--- config.mk ---
export PLATFORM = sky130hd
export DESIGN_NAME = outfifo_read_sched_flat
export DESIGN_NICKNAME = d
export VERILOG_FILES = /design/src/rtl/outfifo_read_sched_if.sv /design/src/rtl/outfifo_read_sched.sv /design/src/flat_wrapper.sv
export SDC_FILE = /design/constraint.sdc
export NUM_CORES = 1
export LEC_CHECK = 0
export CORE_MARGIN = 5
export CORE_UTILIZATION = 43
export CTS_BUF_LIST = sky130_fd_sc_hd__clkbuf_8
export CTS_CLUSTER_DIAMETER = 60
export DETAILED_ROUTE_END_ITERATION = 6
export PLACE_DENSITY = 0.86
export RECOVER_POWER = 25
export SETUP_SLACK_MARGIN = 0.4
export SYNTH_ARGS = -nofsm -noshare
export SYNTH_HDL_FRONTEND = slang
export SYNTH_SLANG_ARGS = --single-unit
export TNS_END_PERCENT = 100
--- constraint.sdc ---
create_clock -name CLK -period 3.8 [get_ports CLK]
set_clock_uncertainty 0.2 [all_clocks]
set_input_delay 0.38 -clock CLK [delete_from_list [all_inputs] [get_ports CLK]]
set_output_delay 0.38 -clock CLK [all_outputs]
set_load 0.05 [all_outputs]
--- src/rtl/outfifo_read_sched_if.sv ---
// outfifo_read_sched_if
// Bundles the scheduler's FIFO-pop handshake, issue handshake and per-port
// scratchpad read selects.
//
// Signals
//   instr_FIFO_empty : instruction FIFO empty (FIFO -> scheduler)
//   instr_FIFO_rdata : head word {mat, row_cnt}, first-word-fall-through
//   instr_FIFO_REN   : pop the head word (scheduler -> FIFO)
//   issue_ready      : downstream accepts the current row group
//   r_valid          : per-port read valid
//   r_mat_sel        : per-port matrix select, port i at [i*MAT_W +: MAT_W]
//   r_row_sel        : per-port row select, port i at [i*ROW_W +: ROW_W]
//   busy             : scheduler not idle
//   cnt_err          : sticky, a row_cnt above ROWS_PER_MAT was seen
//
// Modports
//   master : the scheduler side
//   slave  : the FIFO / downstream side
interface outfifo_read_sched_if #(
  parameter int NUM_PORTS = 4,
  parameter int MAT_W     = 2,
  parameter int ROW_W     = 2
);

  logic                       instr_FIFO_empty;
  logic [MAT_W+ROW_W:0]       instr_FIFO_rdata;
  logic                       instr_FIFO_REN;
  logic                       issue_ready;
  logic [NUM_PORTS-1:0]       r_valid;
  logic [NUM_PORTS*MAT_W-1:0] r_mat_sel;
  logic [NUM_PORTS*ROW_W-1:0] r_row_sel;
  logic                       busy;
  logic                       cnt_err;

  modport master (
    input  instr_FIFO_empty,
    input  instr_FIFO_rdata,
    input  issue_ready,
    output instr_FIFO_REN,
    output r_valid,
    output r_mat_sel,
    output r_row_sel,
    output busy,
    output cnt_err
  );

  modport slave (
    output instr_FIFO_empty,
    output instr_FIFO_rdata,
    output issue_ready,
    input  instr_FIFO_REN,
    input  r_valid,
    input  r_mat_sel,
    input  r_row_sel,
    input  busy,
    input  cnt_err
  );

endinterface

--- src/rtl/outfifo_read_sched.sv ---
// outfifo_read_sched
// Read-port scheduler for the output FIFO path. Pops {mat, row_cnt} words from
// a first-word-fall-through instruction FIFO and spreads the rows of each word
// across NUM_PORTS scratchpad read ports, one row group per accepted cycle.
// Consecutive words issue back-to-back with no idle cycle in between.
//
// Ports
//   CLK        : clock, all state changes on the rising edge
//   RST        : synchronous active-high reset
//   sched_if   : outfifo_read_sched_if.master (FIFO pop, issue handshake,
//                per-port read selects, busy, cnt_err)
//   perf_rows  : rows accepted downstream (only with OUTFIFO_SCHED_PERF_EN)
//   perf_stall : ISSUE cycles with issue_ready low (only with
//                OUTFIFO_SCHED_PERF_EN)
//
// Optional feature macro: OUTFIFO_SCHED_PERF_EN
//   Adds the two saturating 32-bit performance counters above. Without it the
//   counters and their ports do not exist.
//
// State | meaning
// IDLE  | no instruction held; pops the head word whenever the FIFO has one
// ISSUE | presenting row groups of the latched instruction to the read ports
module outfifo_read_sched #(
  parameter int NUM_PORTS = 4,
  parameter int MAT_W     = 2,
  parameter int ROW_W     = 2
) (
  input  logic                 CLK,
  input  logic                 RST,
  outfifo_read_sched_if.master sched_if
`ifdef OUTFIFO_SCHED_PERF_EN
  ,
  output logic [31:0]          perf_rows,
  output logic [31:0]          perf_stall
`endif
);

  localparam int ROWS_PER_MAT = 2 ** ROW_W;
  // row counts and the base pointer need one extra bit to hold ROWS_PER_MAT
  localparam int CNT_W        = ROW_W + 1;
  // wide enough for base + NUM_PORTS without wrapping
  localparam int SUM_W        = CNT_W + $clog2(NUM_PORTS) + 1;

  typedef enum logic {
    ST_IDLE  = 1'b0,
    ST_ISSUE = 1'b1
  } state_t;

  state_t                     r_state;
  state_t                     w_state_nxt;
  logic [MAT_W-1:0]           r_mat;
  logic [CNT_W-1:0]           r_cnt;
  logic [CNT_W-1:0]           r_base;
  logic                       r_cnt_err;

  logic [MAT_W-1:0]           w_word_mat;
  logic [CNT_W-1:0]           w_word_cnt;
  logic [CNT_W-1:0]           w_word_cnt_clamp;
  logic                       w_word_over;
  logic                       w_word_zero;
  logic [SUM_W-1:0]           w_base_ext;
  logic [SUM_W-1:0]           w_cnt_ext;
  logic [SUM_W-1:0]           w_next_base;
  logic                       w_last_grp;
  logic                       w_issuing;
  logic                       w_ren;
  logic                       w_load;
  logic                       w_advance;
  logic [NUM_PORTS-1:0]       w_valid;
  logic [NUM_PORTS*MAT_W-1:0] w_mat_sel;
  logic [NUM_PORTS*ROW_W-1:0] w_row_sel;

  // head word decode
  assign w_word_mat       = sched_if.instr_FIFO_rdata[MAT_W+ROW_W -: MAT_W];
  assign w_word_cnt       = sched_if.instr_FIFO_rdata[CNT_W-1:0];
  assign w_word_over      = (w_word_cnt > CNT_W'(ROWS_PER_MAT));
  assign w_word_zero      = (w_word_cnt == '0);
  assign w_word_cnt_clamp = w_word_over ? CNT_W'(ROWS_PER_MAT) : w_word_cnt;

  assign w_issuing   = (r_state == ST_ISSUE);
  assign w_base_ext  = SUM_W'(r_base);
  assign w_cnt_ext   = SUM_W'(r_cnt);
  assign w_next_base = w_base_ext + SUM_W'(NUM_PORTS);
  assign w_last_grp  = (w_next_base >= w_cnt_ext);

  always_ff @(posedge CLK) begin
    if (RST) begin
      r_state <= ST_IDLE;
    end else begin
      r_state <= w_state_nxt;
    end
  end

  always_comb begin
    w_state_nxt = r_state;
    w_ren       = 1'b0;
    w_load      = 1'b0;
    w_advance   = 1'b0;
    case (r_state)
      ST_IDLE: begin
        if (!sched_if.instr_FIFO_empty) begin
          w_ren  = 1'b1;
          w_load = 1'b1;
          // a zero-row word is consumed and dropped
          if (!w_word_zero) begin
            w_state_nxt = ST_ISSUE;
          end
        end
      end
      ST_ISSUE: begin
        if (sched_if.issue_ready) begin
          if (w_last_grp) begin
            // chain straight into the next word so the ports never idle
            if (!sched_if.instr_FIFO_empty) begin
              w_ren       = 1'b1;
              w_load      = 1'b1;
              w_state_nxt = w_word_zero ? ST_IDLE : ST_ISSUE;
            end else begin
              w_state_nxt = ST_IDLE;
            end
          end else begin
            w_advance = 1'b1;
          end
        end
      end
      default: w_state_nxt = ST_IDLE;
    endcase
    // reset abandons the current instruction and must not consume a word
    if (RST) begin
      w_ren       = 1'b0;
      w_load      = 1'b0;
      w_advance   = 1'b0;
      w_state_nxt = ST_IDLE;
    end
  end

  always_ff @(posedge CLK) begin
    if (RST) begin
      r_mat     <= '0;
      r_cnt     <= '0;
      r_base    <= '0;
      r_cnt_err <= 1'b0;
    end else begin
      if (w_load) begin
        r_mat  <= w_word_mat;
        r_cnt  <= w_word_cnt_clamp;
        r_base <= '0;
        if (w_word_over) begin
          r_cnt_err <= 1'b1;
        end
      end else if (w_advance) begin
        // only reached when base + NUM_PORTS < cnt, so it fits CNT_W bits
        r_base <= w_next_base[CNT_W-1:0];
      end
    end
  end

  for (genvar g = 0; g < NUM_PORTS; g++) begin : g_port
    logic [SUM_W-1:0] w_row;
    assign w_row = w_base_ext + SUM_W'(g);
    assign w_valid[g] = w_issuing && (w_row < w_cnt_ext);
    assign w_mat_sel[g*MAT_W +: MAT_W] = w_issuing ? r_mat : '0;
    assign w_row_sel[g*ROW_W +: ROW_W] = w_issuing ? w_row[ROW_W-1:0] : '0;
  end

  assign sched_if.instr_FIFO_REN = w_ren;
  assign sched_if.r_valid        = w_valid;
  assign sched_if.r_mat_sel      = w_mat_sel;
  assign sched_if.r_row_sel      = w_row_sel;
  assign sched_if.busy           = w_issuing;
  assign sched_if.cnt_err        = r_cnt_err;

`ifdef OUTFIFO_SCHED_PERF_EN
  localparam int PC_W = $clog2(NUM_PORTS + 1);

  logic [31:0]     r_perf_rows;
  logic [31:0]     r_perf_stall;
  logic [PC_W-1:0] w_grp_rows;
  logic [32:0]     w_rows_sum;
  logic            w_accept;
  logic            w_stall;

  always_comb begin
    w_grp_rows = '0;
    for (int i = 0; i < NUM_PORTS; i++) begin
      w_grp_rows = w_grp_rows + PC_W'(w_valid[i]);
    end
  end

  assign w_accept   = w_issuing && sched_if.issue_ready;
  assign w_stall    = w_issuing && !sched_if.issue_ready;
  assign w_rows_sum = {1'b0, r_perf_rows} + 33'(w_grp_rows);

  always_ff @(posedge CLK) begin
    if (RST) begin
      r_perf_rows  <= '0;
      r_perf_stall <= '0;
    end else begin
      if (w_accept) begin
        r_perf_rows <= w_rows_sum[32] ? '1 : w_rows_sum[31:0];
      end
      if (w_stall && (r_perf_stall != '1)) begin
        r_perf_stall <= r_perf_stall + 32'd1;
      end
    end
  end

  assign perf_rows  = r_perf_rows;
  assign perf_stall = r_perf_stall;
`endif

endmodule

--- src/flat_wrapper.sv ---
// flat-port wrapper written by rule: the top's interface ports become plain ports
module outfifo_read_sched_flat 
#(
  parameter int NUM_PORTS = 4,
  parameter int MAT_W     = 2,
  parameter int ROW_W     = 2
)
  (CLK, RST, sched_if_instr_FIFO_empty, sched_if_instr_FIFO_rdata, sched_if_issue_ready, sched_if_instr_FIFO_REN, sched_if_r_valid, sched_if_r_mat_sel, sched_if_r_row_sel, sched_if_busy, sched_if_cnt_err);
  outfifo_read_sched_if #(.NUM_PORTS(NUM_PORTS), .MAT_W(MAT_W), .ROW_W(ROW_W)) sched_if_i ();
  input  logic CLK;
  input  logic RST;
  input wire logic [$bits(sched_if_i.instr_FIFO_empty)-1:0] sched_if_instr_FIFO_empty;
  input wire logic [$bits(sched_if_i.instr_FIFO_rdata)-1:0] sched_if_instr_FIFO_rdata;
  input wire logic [$bits(sched_if_i.issue_ready)-1:0] sched_if_issue_ready;
  output wire logic [$bits(sched_if_i.instr_FIFO_REN)-1:0] sched_if_instr_FIFO_REN;
  output wire logic [$bits(sched_if_i.r_valid)-1:0] sched_if_r_valid;
  output wire logic [$bits(sched_if_i.r_mat_sel)-1:0] sched_if_r_mat_sel;
  output wire logic [$bits(sched_if_i.r_row_sel)-1:0] sched_if_r_row_sel;
  output wire logic [$bits(sched_if_i.busy)-1:0] sched_if_busy;
  output wire logic [$bits(sched_if_i.cnt_err)-1:0] sched_if_cnt_err;
  assign sched_if_i.instr_FIFO_empty = sched_if_instr_FIFO_empty;
  assign sched_if_i.instr_FIFO_rdata = sched_if_instr_FIFO_rdata;
  assign sched_if_i.issue_ready = sched_if_issue_ready;
  assign sched_if_instr_FIFO_REN = sched_if_i.instr_FIFO_REN;
  assign sched_if_r_valid = sched_if_i.r_valid;
  assign sched_if_r_mat_sel = sched_if_i.r_mat_sel;
  assign sched_if_r_row_sel = sched_if_i.r_row_sel;
  assign sched_if_busy = sched_if_i.busy;
  assign sched_if_cnt_err = sched_if_i.cnt_err;
  outfifo_read_sched #(.NUM_PORTS(NUM_PORTS), .MAT_W(MAT_W), .ROW_W(ROW_W)) u_core (.CLK(CLK), .RST(RST), .sched_if(sched_if_i));
endmodule
==> results of run 1 <==
==> tightest hold or removal path: stages (launching register included) <==
cell and delay (ns):
sky130_fd_sc_hd__dfxtp_1 0.30, sky130_fd_sc_hd__nand2_1 0.05, sky130_fd_sc_hd__mux2i_1 0.05
==> power by group through the flow <==
stage                     sequential (mW)  clock, mW  combinational (mW)
after CTS                          0.0954      0.105              0.0979
after global routing               0.0966      0.112               0.103
after floorplan                    0.0996          0              0.0718
final                              0.0953      0.101              0.0970
after global placement             0.0966          0              0.0958
after detailed placement           0.0970          0              0.0976
==> registers in the layout (all words and copies together), names as in the netlist <==
signal,count
u_core.r_base,1
u_core.r_cnt,3
u_core.r_mat,2
u_core.sched_if.busy,1
u_core.sched_if.cnt_err,1
==> cells by family (layout without fill, tap and decap cells) <==
family / after synthesis / count (layout) / share of synthesized area
fa+ha+maj: 3 / 3 / 0.0611
mux: 5 / 5 / 0.0815
flops: 8 / 8 / 0.261
other cells: 1 / 4 / 0.00610
xor+xnor: 1 / 1 / 0.0143
simple gates: 27 / 27 / 0.248
buf+inv: 21 / 35 / 0.216
compound gates: 7 / 7 / 0.112
==> routing by layer <==
metal / vias to the layer above / share of wire / track usage
met2: 21 / 0.48 / 0.256
met4: 0 / 0.0085 / 0.0484
met1: 228 / 0.42 / 0.166
li1: 257 / - / -
met5: - / 0 / 0
met3: 3 / 0.089 / 0.0677
==> final cells by class <==
type / instances / area, um2
inverter: 5 / 18.8
clock buffer: 3 / 41.3
multi-input combinational: 47 / 338
timing repair buffer: 27 / 270
sequential: 8 / 160
tap: 15 / 18.8
fill: 119 / 487
==> per-stage QoR <==
stage	area (um2)	hold WS, ns	power [mW]	util
6_report	847	0.254	0.294	0.635
5_1_grt	847	0.282	0.311	0.635
4_1_cts	847	0.253	0.299	0.635
3_5_place_dp	806	0.245	0.195	0.604
3_3_place_gp	806	0.239	0.192	0.604
2_1_floorplan	631	0.230	0.171	-
==> worst paths after layout <==
kind,startpoint,endpoint
worst max-delay path,sched_if_issue_ready,sched_if_instr_FIFO_REN
worst min-delay path,u_core.r_mat[0],u_core.r_mat[0]
worst max register to register,u_core.r_base[2],u_core.r_mat[1]
worst min register to register,u_core.r_mat[0],u_core.r_mat[0]
==> placed cells by master (no fill, tap or decap), types with 2 or more instances in the layout <==
master,count
sky130_fd_sc_hd__clkdlybuf4s50_1,26
sky130_fd_sc_hd__dfxtp_1,8
sky130_fd_sc_hd__nand2_1,7
sky130_fd_sc_hd__inv_1,5
sky130_fd_sc_hd__mux2i_1,5
sky130_fd_sc_hd__and2_1,4
sky130_fd_sc_hd__nor3b_1,4
sky130_fd_sc_hd__nand3_1,4
sky130_fd_sc_hd__conb_1,4
sky130_fd_sc_hd__ha_1,3
sky130_fd_sc_hd__clkbuf_8,3
sky130_fd_sc_hd__nand2b_1,2
sky130_fd_sc_hd__nor2b_1,2
sky130_fd_sc_hd__nor2_1,2
==> out/qor.tcl, run 1 <==
set qor(status) {finished, final reports clean}
set qor(postCtsResizedCells) 0
set qor(path_class) {primary input to output port}
set qor(cp-start-kind) {primary input}
set qor(post-synth-top-area-fraction) 0.261
set qor(cts.root.buffer_cell) {sky130_fd_sc_hd__clkbuf_8}
set qor(detail_route.drc_violations) 0
set qor(postSynthRegisterBits) 8
set qor(number_of_antenna_violations_at_the_first_check_in_global_routing) 0
set qor(synth.yosys.warnings) 0
set qor(place.detailed.instances) 102
set qor(ys_top_cells_by_count) {14 x sky130_fd_sc_hd__buf_4, 8 x sky130_fd_sc_hd__dfxtp_1, 7 x sky130_fd_sc_hd__nand2_1}
set qor(place.port_buffers) 27
set qor(power.net_switching_mw) 0.101
set qor(placeableCoreArea_mm2) 0.00133
set qor(chipWidth_um) 47.8
set qor(syn-instance-count) 73
set qor(grt_setup_unrepaired) {false}
set qor(grt_max_degree) 15
set qor(cts_clk_pin_slew_worst_paths_ns) 0.04
set qor(cp_cell_sequence) {dlygate4sd3_1, nand4bb_1, a31oi_4, and2_1, clkdlybuf4s50_1}
set qor(post_route_cells_drive_above_1_share) 0.0667
set qor(dp_slack_ns) 0.731
set qor(n_antenna_cell) 0
set qor(fmax_mhz) 319
set qor(final.setup.tns_ns) 0
set qor(critical_path_maximum_fanout) 7
set qor(synth_largest_area_cell) {sky130_fd_sc_hd__dfxtp_1}
set qor(hold-path-cell-count) 2
set qor(clock_insertion_delay_worst_skew_ns) 0.23
set qor(ys.flop_type) {sky130_fd_sc_hd__dfxtp_1}
set qor(p_int_mw) 0.193
set qor(grt_pass1_wl_um) 2280
set qor(seq_power_share) 0.324
set qor(drtAntennaViolNets) 0
set qor(numClockSinks) 8
set qor(area.growth.synth_to_final_pct) 37.9
set qor(crit_arrival_ns) 2.56
set qor(critPathCaptureType) {output port}
set qor(netSwitchingFraction) 0.344
set qor(path_delay_family) {buffers and inverters}
set qor(cp_slowest_cell) {sky130_fd_sc_hd__clkdlybuf4s50_1}
set qor(period_share) 0.826
set qor(drt-wirelength-per-cell_um) 13.4
set qor(worstMarginPinSlew_ns) 0.508
set qor(grt_remaining_overflow) 0
set qor(timing.max_cap.violations) 0
set qor(crit_path_max_incr_delay_ns) 0.80
set qor(min-delay-path-class) {register to register}
set qor(route.final.wire_length_um) 1410
set qor(synth_area_um2) 614
set qor(final_nets) 104
set qor(drt_pre_antenna_iters) 2
set qor(cp_num_buf_inv) 2
set qor(initial_utilization) 0.461
set qor(slew-limit-headroom) 0.660
set qor(floorplan.die_area_mm2) 0.00228
set qor(synthTopCellsByArea) {sky130_fd_sc_hd__dfxtp_1 26%, sky130_fd_sc_hd__buf_4 17%, sky130_fd_sc_hd__mux2i_1 8.1%}
set qor(report.final.slew_viol_count) 0
set qor(ctsHtreeMaxLevel) 1
set qor(number_of_cts_inserted_buffers) 3
set qor(hold_viol_final) 0
set qor(irDropWorstVdd_mv) 0.178
set qor(synthMostInstantiatedCell) {sky130_fd_sc_hd__buf_4}
set qor(instances_no_fill) 105
set qor(cell_row_count) 13
set qor(synth.avg_cell_area_um2) 8.42
set qor(setup_slack_ns) 0.662
set qor(post-cts-setup-buffers) 0
set qor(total_leakage_power_nw) 0.332
set qor(cp.required_ns) 3.22
set qor(combinationalPowerShare) 0.330
set qor(dieHeight_um) 47.8
set qor(ctsLongestPathBuffers) 2
set qor(async_flop_share) 0
set qor(cp_num_cells) 5
set qor(via_count) 509
set qor(vias_in_the_first_global_route) 490
set qor(synth_cell_types) 24
set qor(clock_power_share) 0.345
set qor(cts_tree) {built}
set qor(detail_route.iter0.violations) 5
set qor(number_of_enable_type_register_cells_in_the_synthesized_netlist) 0
set qor(seq_area_frac_synth) 0.261
set qor(groute.usage.overall) 0.150
set qor(postCtsHoldBufs) 0
set qor(hpwl_um) 1150
set qor(layout_min_cycle_time_ns) 3.14
set qor(setup_viol) 0
set qor(floorplan.io_pins) 32
set qor(globalplace.congestion) 0.764
set qor(vias_per_cell) 4.85
set qor(rr_worst_depth) 5
set qor(power-per-cell-area_mw_per_mm2) 347
set qor(rrSetupSlack_ns) 2.01
(Power assumes the default switching activity.)
==> inputs of run 2 (changes only) <==
--- a/config.mk
+++ b/config.mk
@@ -6,11 +6,11 @@
 export NUM_CORES = 1
 export LEC_CHECK = 0
 export CORE_MARGIN = 5
-export CORE_UTILIZATION = 43
+export CORE_UTILIZATION = 40
 export CTS_BUF_LIST = sky130_fd_sc_hd__clkbuf_8
 export CTS_CLUSTER_DIAMETER = 60
 export DETAILED_ROUTE_END_ITERATION = 6
-export PLACE_DENSITY = 0.86
+export PLACE_DENSITY = 0.81
 export RECOVER_POWER = 25
 export SETUP_SLACK_MARGIN = 0.4
 export SYNTH_ARGS = -nofsm -noshare
==> constraint.sdc (replaced) <==
create_clock -name CLK -period 3.1 [get_ports CLK]
set_clock_uncertainty 0.2 [all_clocks]
set_input_delay 0.31 -clock CLK [delete_from_list [all_inputs] [get_ports CLK]]
set_output_delay 0.31 -clock CLK [all_outputs]
set_load 0.05 [all_outputs]
==> out/qor.tcl, run 2 (synthesis results as in run 1) <==
set qor(fmax_mhz) 373
set qor(critPathCaptureType) {output port}
set qor(drt-wirelength-per-cell_um) 12.3
set qor(number_of_cts_inserted_buffers) 3
set qor(largest_register) {u_core.r_cnt}
set qor(critical_path_maximum_fanout) 7
set qor(placeableCoreArea_mm2) 0.00149
set qor(status) {finished, final reports clean}
set qor(timing.max_cap.violations) 0
set qor(nFillCells) 132
set qor(most-common-layout-cells) {23 x sky130_fd_sc_hd__clkdlybuf4s50_1, 8 x sky130_fd_sc_hd__dfxtp_1, 7 x sky130_fd_sc_hd__nand2_1, 5 x sky130_fd_sc_hd__inv_1, 5 x sky130_fd_sc_hd__mux2i_1}
set qor(worstMarginPinSlew_ns) 0.853
set qor(min-delay-path-class) {register to register}
set qor(final_nets) 104
set qor(dieHeight_um) 49.2
set qor(cell_row_count) 14
set qor(cts.root.buffer_cell) {sky130_fd_sc_hd__clkbuf_8}
set qor(crit_arrival_ns) 2.17
set qor(instances_no_fill) 106
set qor(ctsHtreeMaxLevel) 1
set qor(globalplace.congestion) 0.721
set qor(drtAntennaViolNets) 0
set qor(drt_pre_antenna_iters) 4
set qor(route.final.wire_length_um) 1300
set qor(n_antenna_cell) 0
set qor(cts_tree) {built}
set qor(irDropWorstVdd_mv) 0.275
set qor(clock_insertion_delay_worst_skew_ns) 0.23
set qor(power-per-cell-area_mw_per_mm2) 427
set qor(layout_min_cycle_time_ns) 2.68
set qor(place.detailed.instances) 103
set qor(numClockSinks) 8
set qor(grt_max_degree) 15
set qor(floorplan.die_area_mm2) 0.00242
set qor(via_count) 522
set qor(area.growth.synth_to_final_pct) 36.9
set qor(largest_reg_flops) 3
set qor(floorplan.io_pins) 32
set qor(postCtsHoldBufs) 0
set qor(place.port_buffers) 27
set qor(cts_clk_pin_slew_worst_paths_ns) 0.04
set qor(setup_viol) 0
set qor(path_class) {primary input to output port}
set qor(vias_per_cell) 4.92
set qor(total_leakage_power_nw) 0.358
set qor(post-cts-setup-buffers) 0
set qor(ctsLongestPathBuffers) 2
set qor(biggestRegsByFlops) {u_core.r_cnt (3), u_core.r_mat (2)}
set qor(period_share) 0.866
set qor(groute.usage.overall) 0.111
set qor(detail_route.iter0.violations) 9
set qor(hpwl_um) 1070
set qor(grt_remaining_overflow) 0
set qor(chipWidth_um) 49.2
set qor(most_frequent_standard_cell_in_the_layout_excluding_fill_and_tap_cells) {sky130_fd_sc_hd__clkdlybuf4s50_1}
set qor(initial_utilization) 0.413
set qor(vias_in_the_first_global_route) 525
set qor(postLayoutCoreUtil) 0.565
set qor(report.final.slew_viol_count) 0
set qor(detail_route.drc_violations) 0
set qor(post_route_cells_drive_above_1_share) 0.0778
set qor(slew-limit-headroom) 0.429
set qor(cp-start-kind) {primary input}
set qor(grt_setup_unrepaired) {false}
set qor(final.setup.tns_ns) 0
set qor(number_of_antenna_violations_at_the_first_check_in_global_routing) 0
set qor(grt_pass1_wl_um) 2120
set qor(cp.required_ns) 2.59
set qor(hold_viol_final) 0
run 2: cell count changes in the layout (fill, tap and decap cells not counted), sizes merged:
cell and change:
clkdlybuf4s50 -3, dlygate4sd2 +2, buf +1, dlygate4sd3 -1, dlymetal6s2s +1
run 2: power breakdown:
| group | total [mW] | internal [mW] | switching [mW] |
|---|---|---|---|
| registers | 0.116 | 0.110 | 0.00678 |
| logic | 0.117 | 0.0419 | 0.0753 |
| clock network | 0.125 | 0.0841 | 0.0414 |
run 2: layout make-up:
class / instances / area [um2] / share of cell area
multi-input cells: 47 / 333 / 0.396
repair buffers: 27 / 268 / 0.318
flip-flops and latches: 8 / 160 / 0.190
clock buffers: 3 / 41.3 / 0.0491
well taps: 16 / 20.0 / 0.0238
inverters: 5 / 18.8 / 0.0223
run 2: critical path, stage by stage:
cell	delay (ns)
sky130_fd_sc_hd__clkdlybuf4s50_1	0.56
sky130_fd_sc_hd__nand4bb_1	0.16
sky130_fd_sc_hd__a31oi_1	0.73
sky130_fd_sc_hd__and2_1	0.22
sky130_fd_sc_hd__buf_4	0.19
run 2: what timing repair did:
| action | 4_1_cts | 5_1_grt |
|---|---|---|
| endpoints found under the setup margin | 2 | 1 |
| resized for setup | 2 | 1 |
| pin swaps | 0 | 0 |
run 2: path summary, 6_finish.rpt:
path	startpoint	depth (start not counted)	end	slack (ns)
worst max-delay path	sched_if_issue_ready	5	sched_if_instr_FIFO_REN	0.42
worst min-delay path	u_core.r_mat[1]	2	u_core.r_mat[1]	0.25
worst min register to register	u_core.r_mat[1]	2	u_core.r_mat[1]	0.25
worst max register to register	u_core.r_base[2]	5	u_core.r_cnt[1]	1.04
run 2: metal layers:
metal	vias to the layer above	track usage	share of wire
met5	-	0	0
met4	0	0.0404	0.0084
met3	3	0.0459	0.088
met2	20	0.210	0.53
met1	238	0.101	0.37
li1	261	-	-
run 2: through the flow:
stage,instance area (um2),hold WS [ns],setup WS (ns),total power [mW]
2_1_floorplan,641,0.179,0.444,0.212
4_1_cts,853,0.256,0.404,0.365
6_report,841,0.253,0.416,0.359
5_1_grt,841,0.289,0.328,0.373
3_3_place_gp,815,0.239,0.535,0.237
3_5_place_dp,815,0.250,0.474,0.239
==> inputs of run 3 (changes only) <==
--- a/config.mk
+++ b/config.mk
@@ -5,13 +5,13 @@
 export SDC_FILE = /design/constraint.sdc
 export NUM_CORES = 1
 export LEC_CHECK = 0
+export CAP_MARGIN = 20
 export CORE_MARGIN = 5
 export CORE_UTILIZATION = 40
 export CTS_BUF_LIST = sky130_fd_sc_hd__clkbuf_8
 export CTS_CLUSTER_DIAMETER = 60
 export DETAILED_ROUTE_END_ITERATION = 6
 export PLACE_DENSITY = 0.81
-export RECOVER_POWER = 25
 export SETUP_SLACK_MARGIN = 0.4
 export SYNTH_ARGS = -nofsm -noshare
 export SYNTH_HDL_FRONTEND = slang
==> out/qor.tcl, run 3 (synthesis results as in run 1) <==
set qor(placeableCoreArea_mm2) 0.00149
set qor(hold-path-cell-count) 2
set qor(timing.max_cap.violations) 0
set qor(cell_row_count) 14
set qor(instances_no_fill) 106
set qor(setup_viol) 0
set qor(final.setup.tns_ns) 0
set qor(setup_slack_ns) 0.531
set qor(crit_arrival_ns) 2.06
set qor(period_share) 0.829
set qor(postCtsHoldBufs) 0
set qor(r2r_end) {u_core.r_cnt[1]}
set qor(worstMarginPinSlew_ns) 0.502
set qor(detail_route.drc_violations) 0
set qor(cp_cell_sequence) {inv_1, ha_1, nor2b_1, nor3b_4, a21boi_2, dlygate4sd2_1}
set qor(crit_path_max_incr_delay_ns) 0.53
set qor(floorplan.io_pins) 32
set qor(cp.required_ns) 2.59
set qor(most_frequent_standard_cell_in_the_layout_excluding_fill_and_tap_cells) {sky130_fd_sc_hd__clkdlybuf4s50_1}
set qor(vias_per_cell) 4.98
set qor(cp_slowest_cell) {sky130_fd_sc_hd__dlygate4sd2_1}
set qor(route.final.wire_length_um) 1310
set qor(layout_min_cycle_time_ns) 2.57
set qor(report.final.slew_viol_count) 0
set qor(path_class) {register to output port}
set qor(grt_pass1_wl_um) 2120
set qor(cts.root.buffer_cell) {sky130_fd_sc_hd__clkbuf_8}
set qor(post_route_cells_drive_above_1_share) 0.0889
set qor(path_delay_family) {buffers and inverters}
set qor(regArea_um2) 160
set qor(chipWidth_um) 49.2
set qor(hpwl_um) 1070
set qor(report.power.total_mw) 0.361
set qor(slew-limit-headroom) 0.664
set qor(rrSetupSlack_ns) 1.35
set qor(grt_max_degree) 15
set qor(final_nets) 104
set qor(postLayoutCoreUtil) 0.575
set qor(dp_slack_ns) 0.474
set qor(drt_pre_antenna_iters) 4
set qor(number_of_antenna_violations_at_the_first_check_in_global_routing) 0
set qor(min-delay-path-class) {register to register}
set qor(biggestRegsByFlops) {u_core.r_cnt (3), u_core.r_mat (2)}
set qor(nFillCells) 131
set qor(detail_route.iter0.violations) 15
set qor(drtAntennaViolNets) 0
set qor(clock_insertion_delay_worst_skew_ns) 0.23
set qor(cp_num_buf_inv) 2
set qor(min_from) {u_core.r_mat[1]}
set qor(vias_in_the_first_global_route) 525
set qor(total_leakage_power_nw) 0.360
set qor(dieHeight_um) 49.2
set qor(cts_tree) {built}
set qor(grt_setup_unrepaired) {false}
set qor(place.detailed.instances) 103
set qor(number_of_cts_inserted_buffers) 3
set qor(ctsHtreeMaxLevel) 1
set qor(area.growth.synth_to_final_pct) 39.3
set qor(globalplace.congestion) 0.721
set qor(via_count) 528
set qor(regToRegStartpoint) {u_core.r_base[2]}
set qor(place.port_buffers) 27
set qor(rr_worst_depth) 5
set qor(cp-start-kind) {register}
set qor(largest_reg_flops) 3
set qor(fmax_mhz) 389
set qor(largest_register) {u_core.r_cnt}
set qor(multiInputGateArea_um2) 348
set qor(drt-wirelength-per-cell_um) 12.3
set qor(hold_viol_final) 0
set qor(most-common-layout-cells) {23 x sky130_fd_sc_hd__clkdlybuf4s50_1, 8 x sky130_fd_sc_hd__dfxtp_1, 7 x sky130_fd_sc_hd__nand2_1, 5 x sky130_fd_sc_hd__inv_1, 5 x sky130_fd_sc_hd__mux2i_1}
set qor(hold_end) {u_core.r_mat[1]}
set qor(status) {finished, final reports clean}
set qor(numClockSinks) 8
set qor(grt_remaining_overflow) 0
set qor(ctsLongestPathBuffers) 2
set qor(cts_clk_pin_slew_worst_paths_ns) 0.04
set qor(power-per-cell-area_mw_per_mm2) 422
set qor(critical_path_maximum_fanout) 4
set qor(initial_utilization) 0.413
set qor(groute.usage.overall) 0.111
set qor(critPathCaptureType) {output port}
set qor(floorplan.die_area_mm2) 0.00242
set qor(n_antenna_cell) 0
set qor(irDropWorstVdd_mv) 0.263
==> run 3: cell count changes in the layout (fill, tap and decap cells not counted) <==
cell and delta:
sky130_fd_sc_hd__a31oi_4 +1, sky130_fd_sc_hd__a31oi_1 -1
==> run 3: power breakdown <==
part           total [mW]  internal, mW  switching [mW]  leakage [nW]
logic               0.119        0.0427          0.0764         0.273
clock network       0.125        0.0841          0.0414        0.0216
registers           0.117         0.110         0.00723        0.0657
total               0.361         0.236           0.125         0.360
==> run 3: what timing repair did <==
item | CTS | global route
gates resized for setup | 2 | 1
setup endpoints to repair | 2 | 1
setup buffers | 0 | 0
pin swaps | 0 | 0
==> run 3: worst max path at each step <==
stage	slack, ns	depth (start not counted)	startpoint	end
2_1_floorplan	0.44	2	u_core.sched_if.busy	sched_if_r_valid[0]
3_3_place_gp	0.54	6	u_core.r_base[2]	sched_if_r_valid[2]
3_5_place_dp	0.47	6	u_core.r_base[2]	sched_if_r_valid[2]
4_1_cts	0.40	5	u_core.r_base[2]	sched_if_r_valid[0]
5_1_grt	0.44	6	u_core.r_base[2]	sched_if_r_valid[2]
6_report	0.53	6	u_core.r_base[2]	sched_if_r_valid[2]
==> run 3: routing by layer <==
| metal | GRT usage | wire length, um | share of wire |
|---|---|---|---|
| met3 | 0.0459 | 121 | 0.093 |
| met4 | 0.0404 | 11 | 0.0084 |
| met5 | 0 | 0 | 0 |
| met1 | 0.101 | 483 | 0.37 |
| met2 | 0.210 | 691 | 0.53 |
==> run 3: layout make-up <==
type / instances / area share
clock buffer: 3 / 0.0482
inverter: 5 / 0.0219
multi-input combinational: 47 / 0.406
sequential: 8 / 0.187
tap: 16 / 0.0234
timing repair buffer: 27 / 0.313
==> run 3: per-stage QoR <==
step | instance area (um2) | hold WS [ns]
floorplan | 641 | 0.179
global placement | 815 | 0.239
detailed placement | 815 | 0.250
CTS | 853 | 0.256
global route | 856 | 0.289
finish | 856 | 0.253
==> run 3: worst register-to-register path, stage by stage, from the launching register on <==
cell                       delay, ns
sky130_fd_sc_hd__dfxtp_1        0.38
sky130_fd_sc_hd__inv_1          0.08
sky130_fd_sc_hd__ha_1           0.22
sky130_fd_sc_hd__nand2b_1       0.20
sky130_fd_sc_hd__a31oi_4        0.35
sky130_fd_sc_hd__mux2i_1        0.23
